### config.mk
export PLATFORM = sky130hd
export DESIGN_NAME = alu_share_arbiter
export DESIGN_NICKNAME = d
export VERILOG_FILES = /design/src/rtl/alu_share_arbiter.sv
export SDC_FILE = /design/constraint.sdc
export NUM_CORES = 1
export LEC_CHECK = 0
export BUFFER_PORTS_ARGS = -buffer_cell sky130_fd_sc_hd__buf_4
export CAP_MARGIN = 20
export CORE_MARGIN = 8
export CORE_UTILIZATION = 44
export CTS_CLUSTER_SIZE = 12
export DETAILED_ROUTE_END_ITERATION = 7
export PLACE_DENSITY_LB_ADDON = 0.25
export SYNTH_ARGS = -nofsm -noshare
export SYNTH_HDL_FRONTEND = slang
export SYNTH_SLANG_ARGS = --single-unit
### constraint.sdc
create_clock -name clk -period 2.4 [get_ports clk]
set_clock_uncertainty 0.2 [all_clocks]
set_input_delay 0.72 -clock clk [delete_from_list [all_inputs] [get_ports clk]]
set_output_delay 0.72 -clock clk [all_outputs]
set_load 0.05 [all_outputs]
### src/rtl/alu_share_arbiter.sv
// alu_share_arbiter: shares one combinational ALU between two valid/ready
// requesters. One transaction at a time: IDLE (arbitrate/accept) -> EXEC
// (ALU settles on registered operands, result captured) -> RESP (result held
// until the owner takes it).
// Optional build macro: ARB_ROUND_ROBIN_EN selects round-robin tie-breaking;
// without it requester 0 has fixed priority.
module alu_share_arbiter #(
  parameter int DATA_WIDTH = 32,
  parameter int OP_WIDTH   = 3
) (
  input  logic                  clk,
  input  logic                  reset,
  input  logic                  req0_valid,
  output logic                  req0_ready,
  input  logic [OP_WIDTH-1:0]   req0_op,
  input  logic [DATA_WIDTH-1:0] req0_a,
  input  logic [DATA_WIDTH-1:0] req0_b,
  input  logic                  req1_valid,
  output logic                  req1_ready,
  input  logic [OP_WIDTH-1:0]   req1_op,
  input  logic [DATA_WIDTH-1:0] req1_a,
  input  logic [DATA_WIDTH-1:0] req1_b,
  output logic                  rsp0_valid,
  input  logic                  rsp0_ready,
  output logic                  rsp1_valid,
  input  logic                  rsp1_ready,
  output logic [DATA_WIDTH-1:0] rsp_result,
  output logic                  rsp_zero,
  output logic [OP_WIDTH-1:0]   alu_op,
  output logic [DATA_WIDTH-1:0] alu_a,
  output logic [DATA_WIDTH-1:0] alu_b,
  input  logic [DATA_WIDTH-1:0] alu_result,
  input  logic                  alu_zero,
  output logic                  busy,
  output logic                  grant_id
);

  typedef enum logic [1:0] {IDLE, EXEC, RESP} state_t;

  state_t state, state_nxt;
  logic   gnt0, gnt1;
  logic   accept;

`ifdef ARB_ROUND_ROBIN_EN
  logic last_grant;

  // tie goes to the requester that did not win last time
  always_comb begin
    gnt0 = req0_valid & (~req1_valid | last_grant);
    gnt1 = req1_valid & (~req0_valid | ~last_grant);
  end

  // remember the most recent winner; reset value lets requester 0 win first tie
  always_ff @(posedge clk or negedge reset) begin
    if (!reset)      last_grant <= 1'b1;
    else if (accept) last_grant <= gnt1;
  end
`else
  // fixed priority: requester 0 always wins a tie
  always_comb begin
    gnt0 = req0_valid;
    gnt1 = req1_valid & ~req0_valid;
  end
`endif

  assign accept = (state == IDLE) & (req0_valid | req1_valid);

  // state register
  always_ff @(posedge clk or negedge reset) begin
    if (!reset) state <= IDLE;
    else        state <= state_nxt;
  end

  // next state and handshake outputs; ready is masked while reset is held
  always_comb begin
    state_nxt  = state;
    req0_ready = 1'b0;
    req1_ready = 1'b0;
    rsp0_valid = 1'b0;
    rsp1_valid = 1'b0;
    busy       = (state != IDLE);
    case (state)
      IDLE: begin
        req0_ready = gnt0 & reset;
        req1_ready = gnt1 & reset;
        if (accept) state_nxt = EXEC;
      end
      EXEC: state_nxt = RESP;
      RESP: begin
        rsp0_valid = ~grant_id;
        rsp1_valid = grant_id;
        if (grant_id ? rsp1_ready : rsp0_ready) state_nxt = IDLE;
      end
      default: state_nxt = IDLE;
    endcase
  end

  // operand latch on accept (held otherwise so the ALU never toggles),
  // result capture at the end of EXEC
  always_ff @(posedge clk or negedge reset) begin
    if (!reset) begin
      alu_op     <= '0;
      alu_a      <= '0;
      alu_b      <= '0;
      grant_id   <= 1'b0;
      rsp_result <= '0;
      rsp_zero   <= 1'b0;
    end else begin
      if (accept) begin
        alu_op   <= gnt1 ? req1_op : req0_op;
        alu_a    <= gnt1 ? req1_a  : req0_a;
        alu_b    <= gnt1 ? req1_b  : req0_b;
        grant_id <= gnt1;
      end
      if (state == EXEC) begin
        rsp_result <= alu_result;
        rsp_zero   <= alu_zero;
      end
    end
  end

endmodule

==> results_dict.tcl <==
set metrics [dict create \
    run_status "complete, no violations" \
    rr_startpoint "state[1]" \
    power.switching_mw 5.598 \
    worstPathRequired_ns 1.48 \
    finalNetCount 757 \
    port-buffer-count 278 \
    ys_ff_latch 103 \
    worstPathArrival_ns 1.37 \
    cts_resized 0 \
    drive_above_1_share_pct 80.65 \
    dieWidth_um 120.8 \
    fin_area_mm2 0.007365 \
    grt_pass1_vias 3900 \
    cts.path.max_buffers 2 \
    hpwl_um 10900 \
    r2r_cells 4 \
    synthDistinctLibCells 17 \
    p_int_mw 6.103 \
    synthCells 306 \
    vdd.ir_drop.worst_v 0.001085 \
    power_density_mw_per_mm2 1589 \
    syn-cell-area_mm2 0.004831 \
    antenna_found_initial 0 \
    htreeDepth 3 \
    root_buffer "clkbuf_8" \
    antenna_cells 0 \
    cts_setup_buffers 0 \
    total_power_mw 11.70 \
    rsz0062_at_grt "false" \
    maxCapViolations 0 \
    overflow 0 \
    io_pins 279 \
    layout_commonest_cell "buf_4" \
    worst-path-stages 4 \
    die_h_um 120.8 \
    seqPwrFrac_pct 26.8 \
    final_antenna_net_count 0 \
    wl_per_cell_um 18.50 \
    syn_nets 479 \
    via_per_inst 4.833 \
    grt_pass1_wl_um 20590 \
    fmax_ghz 0.4361 \
    holdBufCountCts 0 \
    cts_buffers 9 \
    cts_tree "yes" \
    cp_cell_sequence "nor2_4 -> nand2_1 -> nor2_4 -> buf_4" \
    vias 3523 \
    slew_violations 0 \
    row_count 38 \
    finalCritPeriodShare_pct 95.54 \
    cts.sinks 103 \
    grt.total_usage_pct 18.14 \
    combPwrFrac_pct 61.5 \
    crit_type "flop to primary output" \
    r2r-end "alu_b[1]" \
    power.share.clock_pct 11.8 \
    clk_latency_ns 0.35 \
    crit_top_cell "nor2_4" \
    syn_area_per_cell_um2 15.79 \
    power_switching_share_pct 47.84 \
    first_pass_iters 4 \
    place_congestion 0.7660 \
    path_buf_inv 1 \
    detailed_place.area_mm2 0.007091 \
    slowest_stage "dfrtp_1" \
    setup_viol_count_final 0 \
    hold_viol 0 \
    drt_wl_total_um 13490 \
    design.die.area_mm2 0.01459 \
    worst_slew_pin_slew_ns 0.7469 \
    drc 0 \
    path_clk_slew_ns 0.10 \
    area_growth_syn_to_layout_pct 52.45 \
    rrSetupSlack_ns 0.55 \
    cp-start-kind "flop" \
    hold_class "primary input to async pin" \
    layout.cells.most_common_list "buf_4 (283), mux2_2 (130), dfrtp_1 (103)" \
    core-area_mm2 0.01079 \
    critPathMaxStageDelay_ns 0.42 \
    seq_area_frac_synth_pct 53.35 \
    start_util_pct 44.76 \
    power_leakage_nw 3.620 \
    period_needed_ns 2.293 \
    crit_family "flip-flops" \
    cp-end-kind "primary output" \
    slew_headroom_pct 50.21 \
    worst-path-max-fanout 6 \
    initialDrtViolationCount 83 \
    yosys_warnings 0 \
    grt_max_degree 61 \
]
## power by group through the flow
stage	logic (mW)	clock network [mW]	registers, mW
global placement	7.18	0	3.11
finish	7.19	1.38	3.13
floorplan	1.91	0	6.20
global route	7.49	1.48	3.25
detailed placement	7.29	0	3.16
CTS	7.29	1.42	3.14
## how the worst max path moves through the flow
stage	start	slack [ns]	endpoint
2_1_floorplan	req0_valid	-0.007	req1_ready
3_3_place_gp	reset	0.14	alu_b[15]
3_5_place_dp	reset	0.1	alu_b[19]
4_1_cts	state[1]	0.02	req1_ready
5_1_grt	state[1]	0.04	req1_ready
6_report	state[1]	0.11	req1_ready
## logic make-up after synthesis
group	Yosys count	synth area share, %
buffers and inverters	22	2.952
AOI/OAI and AO/OA	4	0.4662
DFF	103	53.35
muxes	168	42.11
and+or+nand+nor	9	1.114
## layout make-up
| class | instances | area (um2) |
|---|---|---|
| Clock buffer | 9 | 123.9 |
| Clock inverter | 7 | 145.1 |
| Fill cell | 787 | 3428 |
| Inverter | 2 | 7.507 |
| Multi-Input combinational cell | 181 | 2131 |
| Sequential cell | 103 | 2577 |
| Tap cell | 140 | 175.2 |
| Timing Repair Buffer | 287 | 2205 |
## synth_stat cells
library cell / instances / share of area, %
nand2b_1: 2 / 0.26
mux2_2: 130 / 30
clkbuf_1: 1 / 0.078
o21a_1: 1 / 0.16
o21ai_0: 1 / 0.10
buf_6: 5 / 1.2
inv_1: 2 / 0.16
nand2_1: 1 / 0.078
dfrtp_1: 103 / 53
buf_4: 2 / 0.31
a21oi_1: 2 / 0.21
and3_1: 1 / 0.13
nor2_1: 3 / 0.23
buf_2: 12 / 1.2
mux2_4: 38 / 12
nand2b_4: 1 / 0.28
nor2_2: 1 / 0.13
## routing by layer
layer | vias to the layer above | global-route usage (%) | share of wire [%]
li1 | 1642 | - | -
met1 | 1683 | 18.46 | 35
met2 | 166 | 32.09 | 53
met3 | 32 | 5.967 | 8.1
met4 | 0 | 10.38 | 3.8
met5 | - | 0 | 0
## stage by stage
step	setup TNS, ns	util [%]	instances	setup WS, ns	hold WS, ns
finish	0	68.24	729	0.1069	0.2616
floorplan	-0.006590	-	306	-0.006590	0.2244
global placement	0	65.70	713	0.1360	0.2895
global route	0	68.24	729	0.03787	0.3020
CTS	0	68.19	729	0.02193	0.2634
detailed placement	0	65.70	713	0.09796	0.2947
## worst reg2reg max path: stages (launching register included)
cell	delay, ns
dfrtp_1	0.42
nor2_4	0.18
o21a_4	0.20
buf_4	0.33
mux2_2	0.39
## sequential cells by signal, indices dropped and copies added (netlist names)
name,flops
alu_a,32
alu_b,32
rsp_zero,1
rsp_result,32
state,2
alu_op,3
grant_id,1
Note: power is estimated with default switching activity, not from simulation.
